### src/rtl/serial_adder_ctrl_if.sv
// Handshake/result bundle between a requester and the bit-serial adder controller.
// The requester drives the operands and start; the adder returns busy/done and the result.
interface serial_adder_ctrl_if #(
  parameter int WIDTH = 8
);
  logic             start;
  logic [WIDTH-1:0] a;
  logic [WIDTH-1:0] b;
  logic             cin;
  logic             busy;
  logic             done;
  logic [WIDTH-1:0] sum;
  logic             carry;

  modport master (
    output start, a, b, cin,
    input  busy, done, sum, carry
  );

  modport slave (
    input  start, a, b, cin,
    output busy, done, sum, carry
  );
endinterface

### src/rtl/serial_adder_ctrl.sv
// Bit-serial adder: one shared full-adder cell walks WIDTH bit-slices LSB first.
// state | meaning
// IDLE  | waiting for start; operands and cin latched on an accepted start
// SHIFT | one bit-slice per edge, busy high; result published on the last slice
// DONE  | one-cycle done pulse, then unconditionally back to IDLE
module serial_adder_ctrl #(
  parameter int WIDTH = 8
) (
  input  logic                clk,
  input  logic                rst_n,
  serial_adder_ctrl_if.slave  bus
);
  localparam int CNT_W = $clog2(WIDTH + 1);
  localparam logic [CNT_W-1:0] CNT_LAST = CNT_W'(WIDTH - 1);

  typedef enum logic [1:0] {
    S_IDLE  = 2'd0,
    S_SHIFT = 2'd1,
    S_DONE  = 2'd2
  } state_t;

  state_t           state_q, state_d;
  logic [WIDTH-1:0] op_a_q, op_a_d;
  logic [WIDTH-1:0] op_b_q, op_b_d;
  logic [WIDTH-1:0] res_q, res_d;
  logic [CNT_W-1:0] cnt_q, cnt_d;
  logic             cy_q, cy_d;
  logic             busy_q, busy_d;
  logic             done_q, done_d;
  logic [WIDTH-1:0] sum_q, sum_d;
  logic             carry_q, carry_d;

  logic             fa_s;
  logic             fa_co;
  logic [WIDTH-1:0] res_shift;

  serial_adder_fa u_fulladder (
    .a  (op_a_q[0]),
    .b  (op_b_q[0]),
    .ci (cy_q),
    .s  (fa_s),
    .co (fa_co)
  );

  // New sum bit enters at the MSB so that after WIDTH slices bit 0 holds the LSB.
  always_comb begin
    res_shift            = res_q >> 1;
    res_shift[WIDTH-1]   = fa_s;
  end

  always_comb begin
    state_d = state_q;
    op_a_d  = op_a_q;
    op_b_d  = op_b_q;
    res_d   = res_q;
    cnt_d   = cnt_q;
    cy_d    = cy_q;
    busy_d  = busy_q;
    done_d  = 1'b0;
    sum_d   = sum_q;
    carry_d = carry_q;
    case (state_q)
      S_IDLE: begin
        if (bus.start) begin
          op_a_d  = bus.a;
          op_b_d  = bus.b;
          cy_d    = bus.cin;
          cnt_d   = '0;
          busy_d  = 1'b1;
          state_d = S_SHIFT;
        end
      end
      S_SHIFT: begin
        op_a_d = op_a_q >> 1;
        op_b_d = op_b_q >> 1;
        cy_d   = fa_co;
        res_d  = res_shift;
        cnt_d  = cnt_q + CNT_W'(1);
        if (cnt_q == CNT_LAST) begin
          // Only the completed result ever reaches the sum output.
          sum_d   = res_shift;
          carry_d = fa_co;
          cnt_d   = '0;
          busy_d  = 1'b0;
          done_d  = 1'b1;
          state_d = S_DONE;
        end
      end
      S_DONE: begin
        state_d = S_IDLE;
      end
      default: begin
        busy_d  = 1'b0;
        state_d = S_IDLE;
      end
    endcase
  end

  always_ff @(posedge clk or negedge rst_n) begin
    if (!rst_n) begin
      state_q <= S_IDLE;
      op_a_q  <= '0;
      op_b_q  <= '0;
      res_q   <= '0;
      cnt_q   <= '0;
      cy_q    <= 1'b0;
      busy_q  <= 1'b0;
      done_q  <= 1'b0;
      sum_q   <= '0;
      carry_q <= 1'b0;
    end else begin
      state_q <= state_d;
      op_a_q  <= op_a_d;
      op_b_q  <= op_b_d;
      res_q   <= res_d;
      cnt_q   <= cnt_d;
      cy_q    <= cy_d;
      busy_q  <= busy_d;
      done_q  <= done_d;
      sum_q   <= sum_d;
      carry_q <= carry_d;
    end
  end

  assign bus.busy  = busy_q;
  assign bus.done  = done_q;
  assign bus.sum   = sum_q;
  assign bus.carry = carry_q;
endmodule

// Single one-bit full-adder cell shared across all bit-slices.
module serial_adder_fa (
  input  logic a,
  input  logic b,
  input  logic ci,
  output logic s,
  output logic co
);
  assign s  = a ^ b ^ ci;
  assign co = (a & b) | (ci & (a ^ b));
endmodule

### src/flat_wrapper.sv
// flat-port wrapper written by rule: the top's interface ports become plain ports
module serial_adder_ctrl_flat 
#(
  parameter int WIDTH = 8
)
  (clk, rst_n, bus_start, bus_a, bus_b, bus_cin, bus_busy, bus_done, bus_sum, bus_carry);
  serial_adder_ctrl_if #(.WIDTH(WIDTH)) bus_i ();
  input  logic clk;
  input  logic rst_n;
  input wire logic [$bits(bus_i.start)-1:0] bus_start;
  input wire logic [$bits(bus_i.a)-1:0] bus_a;
  input wire logic [$bits(bus_i.b)-1:0] bus_b;
  input wire logic [$bits(bus_i.cin)-1:0] bus_cin;
  output wire logic [$bits(bus_i.busy)-1:0] bus_busy;
  output wire logic [$bits(bus_i.done)-1:0] bus_done;
  output wire logic [$bits(bus_i.sum)-1:0] bus_sum;
  output wire logic [$bits(bus_i.carry)-1:0] bus_carry;
  assign bus_i.start = bus_start;
  assign bus_i.a = bus_a;
  assign bus_i.b = bus_b;
  assign bus_i.cin = bus_cin;
  assign bus_busy = bus_i.busy;
  assign bus_done = bus_i.done;
  assign bus_sum = bus_i.sum;
  assign bus_carry = bus_i.carry;
  serial_adder_ctrl #(.WIDTH(WIDTH)) u_core (.clk(clk), .rst_n(rst_n), .bus(bus_i));
endmodule
### config.mk
export PLATFORM = sky130hd
export DESIGN_NAME = serial_adder_ctrl_flat
export DESIGN_NICKNAME = d
export VERILOG_FILES = /design/src/rtl/serial_adder_ctrl_if.sv /design/src/rtl/serial_adder_ctrl.sv /design/src/flat_wrapper.sv
export SDC_FILE = /design/constraint.sdc
export NUM_CORES = 1
export LEC_CHECK = 0
export ABC_AREA = 1
export BUFFER_PORTS_ARGS = -buffer_cell sky130_fd_sc_hd__clkbuf_2
export CORE_MARGIN = 2
export CORE_UTILIZATION = 59
export CTS_CLUSTER_DIAMETER = 200
export CTS_CLUSTER_SIZE = 20
export DETAILED_ROUTE_END_ITERATION = 8
export PLACE_DENSITY = 0.83
export SYNTH_ARGS = -nofsm -noshare
export SYNTH_HDL_FRONTEND = slang
export SYNTH_SLANG_ARGS = --single-unit
export TNS_END_PERCENT = 10
### constraint.sdc
create_clock -name clk -period 2.9 [get_ports clk]
set_clock_uncertainty 0.05 [all_clocks]
set_input_delay 0 -clock clk [delete_from_list [all_inputs] [get_ports clk]]
set_output_delay 0 -clock clk [all_outputs]
set_load 0.005 [all_outputs]
==> flow_summary_export.csv, run 1 <==
group,metric,value,unit
outcome,status,"finished clean",
yosys,ys_seq_area_frac,0.542,
place,gp_congestion,0.742,
layout,antenna_cells,0,
yosys,ys_ff_latch,41,
timing,slew_violations,0,
pwr,combPwrFrac,0.407,
timing,fin_tns_setup,0,ns
yosys,async_reset_ff_frac,1.00,
pwr,p_seq_frac,0.453,
timing,hold_ws,0.280,ns
grt,grt_max_degree,42,
setup_path,worstPathMaxFanout,41,
yosys,synth-edff-count,0,
clock_network,worstSkewPairLatency,0.35,ns
yosys,synth_largest_area_cell,"dfrtp_1",
clock_network,numCtsBuffers,5,
yosys,synthTopCellsByArea,"dfrtp_1 (54%), nand2_1 (17%), o21ai_1 (4.8%)",
layout,final_area,0.00228,mm²
yosys,synth-main-ff-cell,"dfrtp_1",
die,dieArea,0.00368,mm²
setup_path,r2r_cells,5,
layout,syn2layout_area_growth,20.6,%
grt,grt_pass1_vias,1415,
setup_path,required,3.09,ns
yosys,yosysMostFrequentCell,"nand2_1",
grt,grt_first_pass_wirelength,6.03,mm
routing,ant_nets,0,
clock_network,cts.clk_slew.worst_paths,0.13,ns
clock_network,cts_buffer_depth,2,
setup_path,crit_slowest_cell,"dfrtp_1",
timing,final-hold-violation-count,0,
clock_network,cts_setup_buffers,0,
yosys,synthTopCellsByCount,"nand2_1 (84), dfrtp_1 (41), o21ai_1 (18), inv_1 (17), nand3_1 (16)",
clock_network,cts.sinks,41,
die,ios,31,
routing,vias_per_cell,4.95,
setup_path,critPathLaunchType,"register",
job,drv_cap,0,
die,initial_core_util,0.620,
setup_path,arrival,1.72,ns
place,place_ws,1.41,ns
yosys,syn_nets,239,
die,die_x,60.6,µm
timing,rsz0062_at_grt,"no",
setup_path,endpoint_kind,"register",
pwr,p_sw_frac,0.414,
hold_path,min_path_type,"input pin to asynchronous set/reset pin",
timing,max_freq,657,MHz
routing,drt_wl_total,3.55,mm
layout,layout-drive-gt1-share,0.211,
clock_network,cts.repair.resized,0,
pwr,power_frac_clock,0.140,
grt,grtUsageTotal,0.222,
yosys,synth_cell_types,18,
die,die_h,60.6,µm
setup_path,worstPathCellList,"inv_2 > nand2_4 > nand2_4 > nor2_1 > nor2_1",
setup_path,slowest_delay,0.48,ns
clock_network,cts_tree,"built",
routing,drc,0,
grt,antenna_found_initial,0,
yosys,ys_warn_count,0,
setup_path,crit_type,"register to register",
die,core,0.00305,mm²
clock_network,cts_root_buffer,"clkbuf_4",
routing,wl_per_cell,11.4,µm
grt,grt-ovfl-total,0,
timing,timing.slew.headroom,0.347,
timing,finalWorstSetupSlack,1.38,ns
timing,tightest_slew,0.980,ns
pwr,power_switching,902,µW
layout,fin_nets,287,
layout,final_util,0.748,
routing,drt-pass1-iter-count,4,
timing,min_period,1.52,ns
place,io_buffers,30,
place,dp_hpwl,2.23,mm
yosys,synth.avg_cell_area,8.72,µm²
die,rows,20,
clock_network,htree_num_levels,2,
timing,finalSetupViolCount,0,
pwr,p_leak,0.00123,µW
yosys,synth_top_area_share,0.542,
yosys,netlist_area,0.00189,mm²
pwr,ir_drop,0.696,mV
pwr,p_int,1270,µW
routing,drt_iter0_drc,66,
yosys,synthCells,217,
timing,fin_crit_sh,0.525,
routing,vias,1535,
pwr,powerDensity,954,mW/mm²
place,placed_cell_area,0.00203,mm²
-- sequential cells by signal, summed over array words and instances (netlist names) --
| signal | flops |
|---|---|
| u_core.cy_q | 1 |
| u_core.state_q | 2 |
| u_core.bus.done | 1 |
| u_core.cnt_q | 4 |
| u_core.bus.busy | 1 |
| u_core.op_b_q | 8 |
| u_core.res_q | 7 |
| u_core.op_a_q | 8 |
| u_core.bus.carry | 1 |
| u_core.bus.sum | 8 |
-- per-stage QoR --
stage | power (µW) | cells
floorplan | 1690 | 217
global placement | 1820 | 283
detailed placement | 1870 | 283
CTS | 2190 | 310
global route | 2380 | 310
finish | 2180 | 310
-- critical path: cells and delay by family (launching register included) --
kind          cells  cell delay (ns)
flops             1             0.48
simple gates      4             0.77
buf+inv           1             0.11
-- worst paths after layout --
kind | slack (ns) | start | to
max | 1.38 | u_core.state_q[1] | u_core.op_a_q[2]
min | 0.28 | rst_n | u_core.op_a_q[4]
max reg2reg | 1.38 | u_core.state_q[1] | u_core.op_a_q[2]
min reg2reg | 0.45 | u_core.res_q[4] | u_core.res_q[4]
max in group asynchronous | 1.92 | rst_n | u_core.op_a_q[5]
min in group clk | 0.37 | bus_b[7] | u_core.op_b_q[7]
-- cell type report --
class                      instances  area (µm²)
timing repair buffer              49         340
clock buffer                       6        51.3
multi-input combinational        147         717
sequential                        41        1030
fill                             236         771
inverter                          21        78.8
tap                               44        55.1
clock inverter                     2        13.8
-- cells by family after synthesis --
kind of cell,synth area share
adders and majority gates,0.0172
buffers and inverters,0.0793
AOI/OAI and AO/OA,0.0846
and+or+nand+nor,0.277
DFF,0.542
-- timing repair --
| item | in CTS | in global routing |
|---|---|---|
| setup endpoints to repair | 0 | 0 |
| endpoints found under the hold margin | 60 | 0 |
| hold buffers | 19 | 0 |
-- layout by cell type (no fill, tap or decap) --
| cell type | synthesis | final |
|---|---|---|
| nand2_1 | 84 | 84 |
| dfrtp_1 | 41 | 41 |
| clkbuf_2 | 0 | 30 |
| dlygate4sd3_1 | 0 | 19 |
| o21ai_1 | 18 | 18 |
| inv_1 | 17 | 17 |
| nand3_1 | 16 | 16 |
| nor2_1 | 11 | 11 |
| o21ai_2 | 8 | 8 |
| clkbuf_4 | 0 | 5 |
| nand2_4 | 4 | 4 |
| inv_2 | 3 | 3 |
| nor2_2 | 1 | 1 |
| nor2_8 | 1 | 1 |
| clkinv_1 | 1 | 1 |
| nand3_2 | 1 | 1 |
| nand4_1 | 1 | 1 |
| fa_1 | 1 | 1 |
| ha_1 | 1 | 1 |
| clkbuf_8 | 0 | 1 |
| clkinv_4 | 0 | 1 |
| clkinv_2 | 0 | 1 |
-- power by group through the flow --
stage	sequential (µW)	combinational, µW	clock, µW
3_3_place_gp	982	841	0
2_1_floorplan	968	719	0
5_1_grt	1020	1020	334
4_1_cts	982	898	310
6_report	985	887	304
3_5_place_dp	993	877	0
-- layer usage --
layer / part of all wire / track usage
met5: 0 / 0
met4: 0.016 / 0.0683
met3: 0.050 / 0.0725
met2: 0.48 / 0.352
met1: 0.45 / 0.293
No activity file was read; power rests on OpenSTA's default activity.
==> inputs of run 2 (changes only) <==
CORE_UTILIZATION = 55   (was 59)
PLACE_DENSITY = 0.78   (was 0.83)
clock period = 1.6 ns   (was 2.9 ns; I/O delays follow)
==> run 2 against run 1 <==
Against the previous run:
- the run now ends with hold timing left
- first-iteration DRC count up 52%
- global-route usage down 1.2 points
- core utilization down 6.0 points
- critical path depth up 2
- flip-flop and latch count unchanged
- clock power up 53%
- sequential power up 81%
- worst setup slack worse by 1.2 ns
- power up 79%
- sequential share of layout area up 0.15 points
- combinational power up 87%
==> flow_summary_export.csv, run 2 (synthesized netlist as in run 1, its figures left out) <==
group,metric,value,unit
outcome,status,"finished, violations left",
outcome,violations,"hold timing",
clock_network,cts_root_buffer,"clkbuf_4",
timing,rsz0062_at_grt,"no",
clock_network,numCtsBuffers,5,
timing,fin_crit_sh,0.875,
pwr,power,3900,µW
timing,min_period,1.40,ns
clock_network,worstSkewPairLatency,0.35,ns
grt,antenna_found_initial,0,
hold_path,hp-start,"bus_start",
setup_path,endpoint_kind,"register",
routing,drt-pass1-iter-count,4,
setup_path,arrival,1.60,ns
clock_network,cts.clk_slew.worst_paths,0.11,ns
setup_path,r2r_cells,7,
timing,max_freq,715,MHz
setup_path,required,1.81,ns
timing,slew_violations,0,
clock_network,cts_hold_buf,18,
timing,fin_tns_setup,0,ns
die,ios,31,
clock_network,htree_num_levels,2,
pwr,p_leak,0.00123,µW
routing,vias,1510,
grt,grt_max_degree,42,
die,dieArea,0.00393,mm²
routing,vias_per_cell,4.84,
grt,grtUsageTotal,0.209,
hold_path,hold_end,"u_core.state_q[0]",
setup_path,rrSetupSlack,0.20,ns
hold_path,min_path_type,"input pin to register",
setup_path,critPathLaunchType,"register",
pwr,powerDensity,1710,mW/mm²
clock_network,cts_buffer_depth,2,
timing,hold_ws,-0.00352,ns
die,die_x,62.7,µm
place,io_buffers,30,
layout,layout.cells.most_common,"nand2_1",
routing,drc,0,
routing,drt_iter0_drc,100,
setup_path,rr_startpoint,"u_core.cnt_q[0]",
die,rows,21,
place,dp_hpwl,2.21,mm
clock_network,cts.sinks,41,
routing,ant_nets,0,
setup_path,crit_type,"register to register",
routing,wl_per_cell,11.5,µm
grt,grt_first_pass_wirelength,6.35,mm
pwr,ir_drop,1.10,mV
timing,tightest_slew,0.507,ns
clock_network,cts.repair.resized,0,
layout,fin_nets,289,
routing,drt_wl_total,3.60,mm
layout,final_cell_mix,"nand2_1 (84), dfrtp_1 (41), clkbuf_2 (30), o21ai_1 (18), dlygate4sd3_1 (18)",
layout,syn2layout_area_growth,20.2,%
die,initial_core_util,0.572,
setup_path,worstPathMaxFanout,19,
clock_network,cts_setup_buffers,0,
timing,final-hold-violation-count,1,
setup_path,reg2reg_to,"u_core.bus.sum[0]",
layout,final_util,0.687,
grt,grt-ovfl-total,0,
place,gp_congestion,0.733,
layout,n_fill_cell,287,
layout,layout-drive-gt1-share,0.214,
die,core,0.00331,mm²
grt,grt_pass1_vias,1485,
layout,antenna_cells,0,
job,drv_cap,0,
timing,timing.slew.headroom,0.662,
clock_network,cts_tree,"built",
hold_path,hold_depth,3,
timing,finalSetupViolCount,0,
die,die_h,62.7,µm
## run 2: per-layer routing
metal | track usage | part of all wire | vias up
met1 | 0.271 | 0.46 | 696
li1 | - | - | 773
met2 | 0.337 | 0.48 | 30
met5 | 0 | 0 | -
met3 | 0.0414 | 0.031 | 11
met4 | 0.106 | 0.025 | 0
## run 2: final cells by class
cell class,instances,area [µm²],share of cell area
timing repair buffer,51,353,0.155
inverter,21,78.8,0.0347
clock buffer,5,37.5,0.0165
multi-input combinational,147,717,0.315
clock inverter,1,5.00,0.00220
sequential,41,1030,0.451
tap,46,57.6,0.0253
## run 2: worst max-delay path by stage
stage,slack (ns),start,to,depth (start not counted)
global placement,0.24,u_core.cnt_q[0],u_core.bus.sum[0],7
global route,0.09,u_core.cnt_q[0],u_core.bus.sum[0],7
finish,0.20,u_core.cnt_q[0],u_core.bus.sum[0],7
floorplan,0.34,u_core.cnt_q[0],u_core.bus.sum[0],7
detailed placement,0.20,u_core.cnt_q[0],u_core.bus.sum[0],7
CTS,0.18,u_core.cnt_q[0],u_core.bus.sum[0],7
## run 2: through the flow
step	worst slack (ns)	cells	cell area [µm²]
3_3_place_gp	0.241	288	2050
5_1_grt	0.0851	312	2270
6_report	0.201	312	2270
4_1_cts	0.182	312	2270
2_1_floorplan	0.337	217	1890
3_5_place_dp	0.202	288	2050
## run 2: where the power goes
group / switching [µW] / leakage (µW) / internal [µW] / total (µW)
Sequential: 286 / 0.000515 / 1490 / 1780
Clock: 311 / 0.0000269 / 153 / 464
Combinational: 1020 / 0.000690 / 636 / 1660
Total: 1620 / 0.00123 / 2280 / 3900
## run 2: critical path, stage by stage (launching register included)
cell      delay [ns]
dfrtp_1         0.43
ha_1            0.24
nand2_1         0.10
nor2_2          0.06
nand2_4         0.20
clkinv_1        0.12
nand2_1         0.07
nand2_1         0.04
==> inputs of run 3 (changes only) <==
ABC_AREA = 0   (was 1)
==> run 3 against run 2 <==
Against the previous run:
- the flow now finishes without violations
- sequential power is essentially flat
- final area increased by 2.5%
- non-clock buffer count rose by 4
- fmax fell by 3.7%
- worst hold slack improved by 0.18 ns
- clock power is 7.3% higher
- critical path depth is 4 lower
==> flow_summary_export.csv, run 3 <==
group,metric,value,unit
routing,vias,1481,
layout,n_fill_cell,252,
yosys,ys_ff_latch,41,
yosys,synthTopCellsByCount,"dfrtp_1 (41), nand2_1 (25), o21ai_0 (21), a21oi_1 (17), a22oi_1 (15)",
layout,layout-drive-gt1-share,0.250,
clock_network,cts.sinks,41,
die,ios,31,
layout,layout.cells.most_common,"dfrtp_1",
routing,vias_per_cell,5.41,
grt,grtUsageTotal,0.211,
routing,ant_nets,0,
setup_path,worstPathMaxFanout,10,
timing,timing.slew.headroom,0.672,
layout,final_area,0.00233,mm²
place,placed_cell_area,0.00209,mm²
pwr,power,3600,µW
setup_path,slowest_delay,0.41,ns
yosys,synth_top_area_share,0.535,
routing,drt_wl_total,3.71,mm
setup_path,critPathLaunchType,"register",
yosys,synth-main-ff-cell,"dfrtp_1",
timing,fin_crit_sh,0.908,
grt,grt_pass1_vias,1513,
die,initial_core_util,0.574,
clock_network,cts_buffer_depth,2,
clock_network,cts_tree,"built",
routing,drc,0,
routing,drt_iter0_drc,122,
die,die_h,63.0,µm
yosys,syn_nets,199,
setup_path,endpoint_kind,"register",
pwr,p_leak,0.00115,µW
timing,final-hold-violation-count,0,
setup_path,rrSetupSlack,0.15,ns
setup_path,required,1.79,ns
yosys,synth.avg_cell_area,10.8,µm²
clock_network,cts_setup_buffers,0,
job,drv_cap,0,
timing,rsz0062_at_grt,"no",
clock_network,cts_root_buffer,"clkbuf_4",
yosys,async_reset_ff_frac,1.00,
layout,syn2layout_area_growth,21.6,%
yosys,ys_warn_count,0,
yosys,ys_seq_area_frac,0.535,
timing,slew_violations,0,
setup_path,worst-path-buf-inv,0,
die,core,0.00334,mm²
hold_path,min_path_type,"input pin to asynchronous set/reset pin",
place,gp_congestion,0.825,
timing,tightest_slew,0.491,ns
clock_network,worstSkewPairLatency,0.34,ns
place,place_ws,0.120,ns
routing,drt-pass1-iter-count,4,
yosys,synth_cell_types,29,
setup_path,arrival,1.65,ns
timing,min_period,1.45,ns
die,die_x,63.0,µm
place,io_buffers,30,
die,dieArea,0.00397,mm²
timing,max_freq,688,MHz
layout,final_util,0.699,
routing,wl_per_cell,13.5,µm
timing,finalWorstSetupSlack,0.147,ns
layout,antenna_cells,0,
setup_path,crit_type,"register to register",
clock_network,cts.clk_slew.worst_paths,0.12,ns
grt,antenna_found_initial,0,
yosys,synth_largest_area_cell,"dfrtp_1",
clock_network,numCtsBuffers,5,
grt,grt_first_pass_wirelength,6.51,mm
place,dp_hpwl,2.50,mm
setup_path,crit_slowest_cell,"dfrtp_1",
yosys,synthCells,177,
setup_path,worstPathCellList,"nor2b_1 > and3_4 > mux2_4",
grt,grt-ovfl-total,0,
timing,fin_tns_setup,0,ns
layout,final_cell_mix,"dfrtp_1 (40), clkbuf_2 (30), nand2_1 (25), o21ai_0 (21), dlygate4sd3_1 (18)",
setup_path,cp_top_family,"simple AND/OR/NAND/NOR gates",
layout,fin_nets,249,
yosys,yosysMostFrequentCell,"dfrtp_1",
yosys,synthTopCellsByArea,"dfrtp_1 (54%), mux2_4 (7.0%), a22oi_1 (5.9%)",
die,rows,21,
yosys,netlist_area,0.00192,mm²
pwr,powerDensity,1550,mW/mm²
yosys,synth-edff-count,0,
pwr,ir_drop,0.799,mV
outcome,status,"finished clean",
clock_network,htree_num_levels,2,
grt,grt_max_degree,42,
timing,finalSetupViolCount,0,
run 3: changes by cell type after synthesis, moves of 4 or more:
| cell | previous run | this run |
|---|---|---|
| nand2_4 | 4 | 0 |
| nor2b_1 | 0 | 11 |
| a21oi_1 | 0 | 17 |
| nor2_1 | 11 | 1 |
| mux2_4 | 0 | 9 |
| o21ai_2 | 8 | 0 |
| nand2_1 | 84 | 25 |
| nand3_1 | 16 | 1 |
| a22oi_1 | 0 | 15 |
| and2b_1 | 0 | 8 |
| buf_2 | 0 | 5 |
| o21ai_1 | 18 | 0 |
| inv_1 | 17 | 2 |
| o21ai_0 | 0 | 21 |
run 3: path summary, 6_finish.rpt:
path / endpoint / start / cells past startpoint
max: u_core.bus.sum[0] / u_core.cnt_q[2] / 3
min: u_core.bus.sum[1] / rst_n / 3
max reg2reg: u_core.bus.sum[0] / u_core.cnt_q[2] / 3
min reg2reg: u_core.res_q[1] / u_core.res_q[1] / 2
max in group asynchronous: u_core.state_q[1] / rst_n / 3
min in group clk: u_core.op_b_q[4] / bus_start / 4
run 3: metal layers:
metal	global-route usage	routed length, µm	vias to the layer above
li1	-	-	720
met1	0.255	1680	714
met4	0.0861	24	0
met5	0	0	-
met3	0.0595	175	4
met2	0.354	1830	43
run 3: timing repair:
| action | CTS | global route |
|---|---|---|
| hold buffers | 18 | 0 |
| endpoints found under the setup margin | 0 | 1 |
| hold endpoints to repair | 58 | 0 |
| resized for setup | 0 | 1 |
run 3: metrics by stage:
stage               hold slack [ns]  cells
floorplan                    -0.346    177
global placement             0.0343    248
detailed placement           0.0411    248
CTS                           0.175    274
global route                  0.208    274
finish                        0.172    274
run 3: report_power, final:
| group | leakage [µW] | switching (µW) | internal, µW |
|---|---|---|---|
| clock network | 0.0000310 | 332 | 166 |
| registers | 0.000521 | 312 | 1450 |
| logic | 0.000594 | 653 | 687 |
| total | 0.00115 | 1300 | 2310 |
run 3: area by class of cell:
class / instances / area (µm²) / share of cell area
clock buffers: 5 / 37.5 / 0.0161
well taps: 46 / 57.6 / 0.0247
multi-input cells: 122 / 801 / 0.344
repair buffers: 55 / 383 / 0.164
flip-flops and latches: 41 / 1030 / 0.441
clock inverters: 3 / 17.5 / 0.00751
inverters: 2 / 7.51 / 0.00322
run 3: kinds of logic after synthesis:
kind of cell / Yosys count / share of synthesized area
fa+ha+maj: 2 / 0.0170
mux: 9 / 0.0705
simple gates: 52 / 0.148
buf+inv: 14 / 0.0470
compound gates: 59 / 0.183
flops: 41 / 0.535
run 3: worst min-delay path, cell delays in order:
cell	delay [ns]
dlygate4sd3_1	0.52
clkbuf_2	0.09
buf_4	0.41
